## src/rtl/param_shift_rotate_engine.sv

```systemverilog
// param_shift_rotate_engine: parametrised multi-cycle shift/rotate register, one bit per clock,
// driven by a start/busy/done handshake.
module param_shift_rotate_engine #(
   parameter int WIDTH = 8,
   parameter int AMT_W = $clog2(WIDTH + 1)
) (
   input  logic             clk,
   input  logic             rst_n,
   input  logic             start,
   input  logic [2:0]       mode,
   input  logic [AMT_W-1:0] amount,
   input  logic [WIDTH-1:0] data_in,
   input  logic             serial_in,
   output logic [WIDTH-1:0] data_out,
   output logic             serial_out,
   output logic             busy,
   output logic             done
);
   localparam logic [0:0] IDLE = 1'b0;
   localparam logic [0:0] RUN  = 1'b1;
   localparam logic [2:0] M_LOAD = 3'd0;
   localparam logic [2:0] M_ROR  = 3'd1;
   localparam logic [2:0] M_ROL  = 3'd2;
   localparam logic [2:0] M_SHR  = 3'd3;
   localparam logic [2:0] M_SHL  = 3'd4;
   localparam logic [2:0] M_ASR  = 3'd5;
   logic [0:0]       state_q, state_d;
   logic [2:0]       mode_q, mode_d;
   logic [AMT_W-1:0] count_q, count_d;
   logic [WIDTH-1:0] data_q, data_d, step_data;
   logic             so_q, so_d, step_so;
   logic             done_q, done_d;
   // One single-bit step of the latched operation; reserved modes never reach RUN.
   always_comb begin
      step_data = data_q;
      step_so   = so_q;
      case (mode_q)
         M_ROR: begin step_data = {data_q[0], data_q[WIDTH-1:1]};           step_so = data_q[0];       end
         M_ROL: begin step_data = {data_q[WIDTH-2:0], data_q[WIDTH-1]};     step_so = data_q[WIDTH-1]; end
         M_SHR: begin step_data = {serial_in, data_q[WIDTH-1:1]};           step_so = data_q[0];       end
         M_SHL: begin step_data = {data_q[WIDTH-2:0], serial_in};           step_so = data_q[WIDTH-1]; end
         M_ASR: begin step_data = {data_q[WIDTH-1], data_q[WIDTH-1:1]};     step_so = data_q[0];       end
         default: begin step_data = data_q;                                 step_so = so_q;            end
      endcase
   end
   always_comb begin
      state_d = state_q;
      mode_d  = mode_q;
      count_d = count_q;
      data_d  = data_q;
      so_d    = so_q;
      done_d  = 1'b0;
      if (state_q == IDLE) begin
         if (start) begin
            mode_d  = mode;
            count_d = amount;
            if (mode == M_LOAD) begin
               data_d = data_in;
               done_d = 1'b1;
            end else if (mode > M_ASR || amount == '0) begin
               done_d = 1'b1;
            end else begin
               state_d = RUN;
            end
         end
      end else begin
         data_d  = step_data;
         so_d    = step_so;
         count_d = count_q - AMT_W'(1);
         if (count_q == AMT_W'(1)) begin
            state_d = IDLE;
            done_d  = 1'b1;
         end
      end
   end
   always_ff @(posedge clk) begin
      if (!rst_n) begin
         state_q <= IDLE;
         mode_q  <= M_LOAD;
         count_q <= '0;
         data_q  <= '0;
         so_q    <= 1'b0;
         done_q  <= 1'b0;
      end else begin
         state_q <= state_d;
         mode_q  <= mode_d;
         count_q <= count_d;
         data_q  <= data_d;
         so_q    <= so_d;
         done_q  <= done_d;
      end
   end
   assign data_out   = data_q;
   assign serial_out = so_q;
   assign busy       = (state_q == RUN);
   assign done       = done_q;
endmodule

```

## config.mk

```make
export PLATFORM = sky130hd
export DESIGN_NAME = param_shift_rotate_engine
export DESIGN_NICKNAME = d
export VERILOG_FILES = /design/src/rtl/param_shift_rotate_engine.sv
export SDC_FILE = /design/constraint.sdc
export NUM_CORES = 1
export LEC_CHECK = 0
export ABC_CLOCK_PERIOD_IN_PS = 1700
export CELL_PAD_IN_SITES_DETAIL_PLACEMENT = 0
export CELL_PAD_IN_SITES_GLOBAL_PLACEMENT = 1
export CORE_MARGIN = 2
export CORE_UTILIZATION = 36
export DETAILED_ROUTE_END_ITERATION = 12
export PLACE_DENSITY = 0.8
export SLEW_MARGIN = 5
export SYNTH_ARGS = -nofsm -noshare
export SYNTH_HDL_FRONTEND = slang
export SYNTH_SLANG_ARGS = --single-unit
```

## constraint.sdc

```tcl
create_clock -name clk -period 1.7 [get_ports clk]
set_input_delay 0.34 -clock clk [delete_from_list [all_inputs] [get_ports clk]]
set_output_delay 0.34 -clock clk [all_outputs]
set_load 0.02 [all_outputs]
```

* Yosys cells after proc, flatten, opt, wreduce, memory -nomap -nowiden
Cells that the tools add are included.
** Storage, ports and cells
- Register bits :: 18
- Output and inout port bits :: 11
- Bits of input ports :: 19
- Word-level logic and storage cells :: 48
** Cells by class
- Equality and inequality tests :: 9
- Muxes and demuxes :: 17
- $lt $le $gt $ge :: 1
- Bitwise gates (word level) :: 1
- Reduce and logical (&&, ||, !) cells :: 12
- $add $sub $neg :: 1
** Operators by type and width (count)
- one-hot mux 8 bit (5 select lines) :: 1
- two-way mux 8 bit :: 3
- two-way mux 1 bit :: 10
- two-way mux 4 bit :: 2
- == test 3 x 2 -> 1 bit (second input constant) :: 2
- == test 3 bit (second input constant) :: 2
- inequality test 6 x 1 -> 1 bit (second input constant) :: 1
- nonzero test 2 bit :: 3
- inequality test 5 x 1 -> 1 bit (second input constant) :: 1
- == test 4 x 1 -> 1 bit (second input constant) :: 1
- logical NOT 4 bit :: 1
- AND reduction 2 bit :: 2
- AND reduction 4 bit :: 1
- subtractor 4 x 1 -> 4 bit (second input constant) :: 1
- == test 3 x 1 -> 1 bit (second input constant) :: 1
- greater-than comparator 3 bit (second input constant) :: 1
- logical NOT 3 bit :: 1
- AND reduction 3 bit :: 1
- OR reduction 3 bit :: 1
- inequality test 2 bit (second input constant) :: 1
- one-hot mux 1 bit (2 select lines) :: 1
- OR reduction 2 bit :: 1
- logical OR 1 bit :: 1
- inverter 1 bit :: 1

* Depth between registers and ports, before layout
Gate-level depths: netlist of run 1.
- Depth after elaboration :: 6
- Depth in mapped cells :: 7

* Worst setup path after synthesis of run 1
OpenSTA, ideal clock, no wires.
- Path type :: reg2reg
- Start point :: register state_q, in the netlist busy
- End point :: register data_q[3], in the netlist data_out[3]
- Arrival time :: 1.261 ns
- Cell stages (with the launch flop) :: 7
- Slack :: 0.317 ns
- Clock period less this slack :: 1.383 ns
- Required time :: 1.577 ns
- Cells stage by stage :: dfxtp_1 and2b_1 buf_4 o2bb2ai_4 buf_12 o211ai_2 o22ai_2
** Between the ends
- Cells in the longest elaborated chain, start to end :: 2
- Elaborated cells on any way between the ends :: 5
** RTL lines
- from (decl) :: RTL line 27 : logic [0:0] state_q, state_d;
- from (signal assigned) :: RTL line 85 : state_q <= state_d;
- inequality test 6 x 1 -> 1 bit (no source line) / nonzero test 2 bit (equally long branches)
- AND reduction 3 bit (no source line)
- to (signal assigned) :: RTL line 88 : data_q <= data_d;
- to (decl) :: RTL line 30 : logic [WIDTH-1:0] data_q, data_d, step_data;
Parallel ways exist; a longest one is shown, timed or not.
A chain may end at the register's enable or synchronous reset.

* Worst setup path after layout of run 1
- Start point :: register data_q[4], in the netlist data_out[4]
- End point :: output port data_out[4]
** RTL lines
- to (decl) :: RTL line 14 : output logic [WIDTH-1:0] data_out,
No word-level cell between the ends.

==> results of run 1 <==
[report_power, final]
group / switching (W) / internal [W] / total [W]
sequential: 0.0000434 / 0.000457 / 0.000500
clock: 0.000132 / 0.0000826 / 0.000214
combinational: 0.000182 / 0.000203 / 0.000385
total: 0.000357 / 0.000743 / 0.00110
[cell families (layout without fill, tap and decap cells)]
| kind of cell | count (synthesis) | after routing |
|---|---|---|
| AOI/OAI and AO/OA | 39 | 39 |
| buffers and inverters | 15 | 49 |
| xor gates and xnor gates | 1 | 1 |
| adders and majority gates | 2 | 2 |
| and+or+nand+nor | 44 | 44 |
| DFF | 18 | 18 |
| muxes | 9 | 9 |
[flip-flops by register name, summed over array words and instances, names as in the netlist]
| signal | count |
|---|---|
| mode_q | 3 |
| done | 1 |
| count_q | 4 |
| busy | 1 |
| serial_out | 1 |
| data_out | 8 |
[final cells by class]
| type | instances | area [um^2] |
|---|---|---|
| well taps | 46 | 57.6 |
| repair buffers | 42 | 408 |
| multi-input cells | 95 | 749 |
| clock buffers | 3 | 22.5 |
| fillers | 327 | 1670 |
| inverters | 4 | 15.0 |
| flip-flops and latches | 18 | 360 |
[cells in the mapped netlist (2+ instances only)]
library cell               count
sky130_fd_sc_hd__o32ai_2       2
sky130_fd_sc_hd__mux2_2        2
sky130_fd_sc_hd__nor2b_1      11
sky130_fd_sc_hd__o21ai_0       4
sky130_fd_sc_hd__buf_2         4
sky130_fd_sc_hd__a211o_1       2
sky130_fd_sc_hd__buf_4         2
sky130_fd_sc_hd__a21oi_1       6
sky130_fd_sc_hd__ha_1          2
sky130_fd_sc_hd__mux2i_1       6
sky130_fd_sc_hd__nand2_1      11
sky130_fd_sc_hd__nor2_1        5
sky130_fd_sc_hd__o211ai_1      3
sky130_fd_sc_hd__nor4b_1       2
sky130_fd_sc_hd__nor3_1        2
sky130_fd_sc_hd__dfxtp_1      18
sky130_fd_sc_hd__o211ai_2      3
sky130_fd_sc_hd__o311ai_0      2
sky130_fd_sc_hd__nand2b_1      6
sky130_fd_sc_hd__inv_1         4
sky130_fd_sc_hd__buf_6         2
sky130_fd_sc_hd__o22ai_2       3
sky130_fd_sc_hd__clkbuf_1      2
sky130_fd_sc_hd__nor3_2        2
[cell usage in the layout, fill, tap and decap left out, drive strengths merged, types with 3 or more instances in the layout]
cell type and n:
clkdlybuf4s50 23, dfxtp 18, buf 13, nand2 11, nor2b 11, a21oi 6, nand2b 6, mux2i 6
nor2 6, o211ai 6, inv 4, o21ai 4, dlymetal6s2s 4, o22ai 4, nor3 4, clkbuf 3
mux2 3
[metal layers]
metal  vias up  track usage
li1        539            -
met1       530        0.191
met4         0       0.0456
met2        18        0.272
met5         -            0
met3         4       0.0248
[repair_timing]
item | 4_1_cts | 5_1_grt
gates cloned | 0 | 0
endpoints found under the setup margin | 2 | 4
hold endpoints to repair | 0 | 0
gates resized for setup | 2 | 4
pin swaps | 0 | 0
[metrics by stage]
stage | worst slack (ns) | area, um^2 | std cells | util
4_1_cts | 0.00371 | 1600 | 208 | 0.488
3_5_place_dp | -0.0385 | 1580 | 205 | 0.482
2_1_floorplan | 0.317 | 1210 | 128 | -
5_1_grt | 0.0107 | 1610 | 208 | 0.491
3_3_place_gp | -0.00318 | 1580 | 205 | 0.482
6_report | 0.0712 | 1610 | 208 | 0.491
[how the worst max path moves through the flow]
stage                start     endpoint  cells past startpoint
2_1_floorplan         busy  data_out[3]                      6
3_3_place_gp       mode[2]  data_out[6]                      7
3_5_place_dp         start  data_out[6]                      6
4_1_cts               busy         busy                      1
5_1_grt        data_out[5]  data_out[5]                      1
6_report       data_out[4]  data_out[4]                      1
==> implementation parameters, run 1 <==
Parameter                              Value

Clock network
  Reg clk slew, reported paths ... 0.10 ns
  CTS Root Buffer Type ... sky130_fd_sc_hd__clkbuf_4
  Clock Latency Late Sink ... 0.29 ns
  Number of H-tree branching levels ... 1
  Maximum clock insertion buffer count ... 2
  Hold-fix buffer count after cts ... 0
  Sinks on Clock Net ... 18
  Number of buffers inserted to repair setup after CTS ... 0
  TritonCTS Buffers ... 3
  TritonCTS clock tree ... built

Synth
  Cell accounting for the most synthesized area ... sky130_fd_sc_hd__dfxtp_1
  Top area cells in the synthesized netlist ... sky130_fd_sc_hd__dfxtp_1 30%, sky130_fd_sc_hd__nor2b_1 5.7%, sky130_fd_sc_hd__mux2i_1 5.0%, sky130_fd_sc_hd__nand2_1 3.4%, sky130_fd_sc_hd__nand2b_1 3.1%
  Synthesized-area fraction occupied by ao, oa, aoi and oai cells ... 0.291
  Avg Synthesized Cell Area ... 9.45 um^2
  Predominant post-synthesis flop cell ... sky130_fd_sc_hd__dfxtp_1
  Area share of and/or/nand/nor cells after synthesis ... 0.208
  Synth Instances ... 128
  Syn nets ... 149
  Xor/xnor cell area share of the yosys netlist ... 0.0228
  Synth Warn # ... 0
  Asr flop ratio synth ... 0
  Post-synth design cell area ... 1210 um^2
  Flops & latches, synth ... 18
  Sequential-to-total area share from yosys stat ... 0.298
  Adder-cell share of the synthesized area ... 0.0207
  Main combinational cell family by area after synthesis ... compound AO/OA/AOI/OAI gates
  Fraction of post-synthesis cell area in the top cell type by area ... 0.298
  Share of cell area taken by muxes after synthesis ... 0.0776
  Synth cell types ... 46
  Number of enable-type register cells in the synthesized netlist ... 0

Routing
  Routed wire length on met3 ... 75 um
  Uppermost layer routed ... met4
  Length of routed wiring on met1 ... 1.28 mm
  Via/cell ratio ... 5.25
  DRC violation count after routing ... 0
  Average detailed-routed wire length per instance ... 13.5 um
  Detailed Route WL ... 2.80 mm
  WL met2 ... 1.41 mm
  Starting DRT DRC Count ... 54
  DRT Pass-1 Iters ... 5
  Vias ... 1,091
  Antenna-violating nets left ... 0

Final layout
  Share of cells above drive strength 1 ... 0.198
  Relative area change from synthesis to final layout ... 33.3%
  Diode insertion count for antenna repair ... 0
  Final net count ... 185

Placed design
  Post-DP HPWL ... 2.27 mm
  GP Congestion ... 0.751
  PortBufs ... 29

Global route
  Maximum number of pins on one net before global-route repair ... 20
  Number of antenna violations at the first check in global routing ... 0
  Total Routing Usage GR ... 0.154
  First-pass GRT wire length ... 4.44 mm
  Overflow left after global routing ... 0
  Number of global-route vias before repair ... 1,022

STA
  Final period util ... 0.958
  Worst-Margin Slew ... 0.468 ns
  Final clock skew ... 0.00226 ns
  Number of pins with negative max-slew slack in the final report ... 0
  Setup repair after global routing missed its margin ... false
  Total count of hold-check failures in the final report ... 0
  # setup viols final ... 0
  Total Neg Setup Slack ... 0 ns
  Worst rel slew slack ... 0.688
  Post-route minimum period ... 1.63 ns
  Maximum clock frequency ... 0.614 GHz
  Minimum hold slack ... 0.504 ns

Critical path
  CP endpoint kind ... primary output
  Maximum fanout encountered on the critical timing path ... 3
  Terminus of the critical flop-to-flop path ... data_out[4]
  Endpoint arrival time on the critical path ... 1.29 ns
  Startpoint of the most critical register-to-register path ... mode_q[1]
  Worst path buffer plus inverter count ... 1
  Critical path start-end classification ... flip-flop to primary output
  Kind of cell adding the most delay to the critical path ... buffers and inverters
  Crit path cell chain ... clkdlybuf4s50_1
  CP required ... 1.36 ns
  Worst setup SP type ... flip-flop
  Worst R2R Setup Slack ... 0.18 ns
  Worst r2r path cells ... 4
  Critical path's slowest cell ... sky130_fd_sc_hd__clkdlybuf4s50_1
  Maximum single-stage delay on the critical path ... 0.63 ns

Hold path
  End point of the worst hold path ... data_out[4]
  Hold-critical path depth ... 2
  Origin of the worst min-delay path ... data_out[4]
  Worst hold path class ... flip-flop to flip-flop

Floorplan
  Die height ... 62.0 um
  Cell Rows ... 21
  Initial cell density of the core ... 0.368
  Total I/O pin count ... 30
  Width of the die ... 62.0 um
  Core box area ... 3280 um^2
  Overall die area ... 3840 um^2

Outcome
  Outcome ... finished clean

Pwr
  Leakage power summed over all cells ... 0.666 nW
  Total Power Consumption ... 0.00110 W
  Maximum vdd ir drop ... 0.276 mV
  Cell Pwr Density ... 682 nW/um^2

Flow run
  Reported max-cap violation count ... 0
No activity file was read; power rests on OpenSTA's default activity.
==> run 2: changes to the inputs <==
--- a/config.mk
+++ b/config.mk
@@ -11,6 +11,7 @@
 export CORE_MARGIN = 2
 export CORE_UTILIZATION = 36
 export DETAILED_ROUTE_END_ITERATION = 12
+export HOLD_SLACK_MARGIN = 0.08
 export PLACE_DENSITY = 0.8
 export SLEW_MARGIN = 5
 export SYNTH_ARGS = -nofsm -noshare
==> results of run 2 <==
The final DEF is identical to that of run 1; final timing and power are the same.
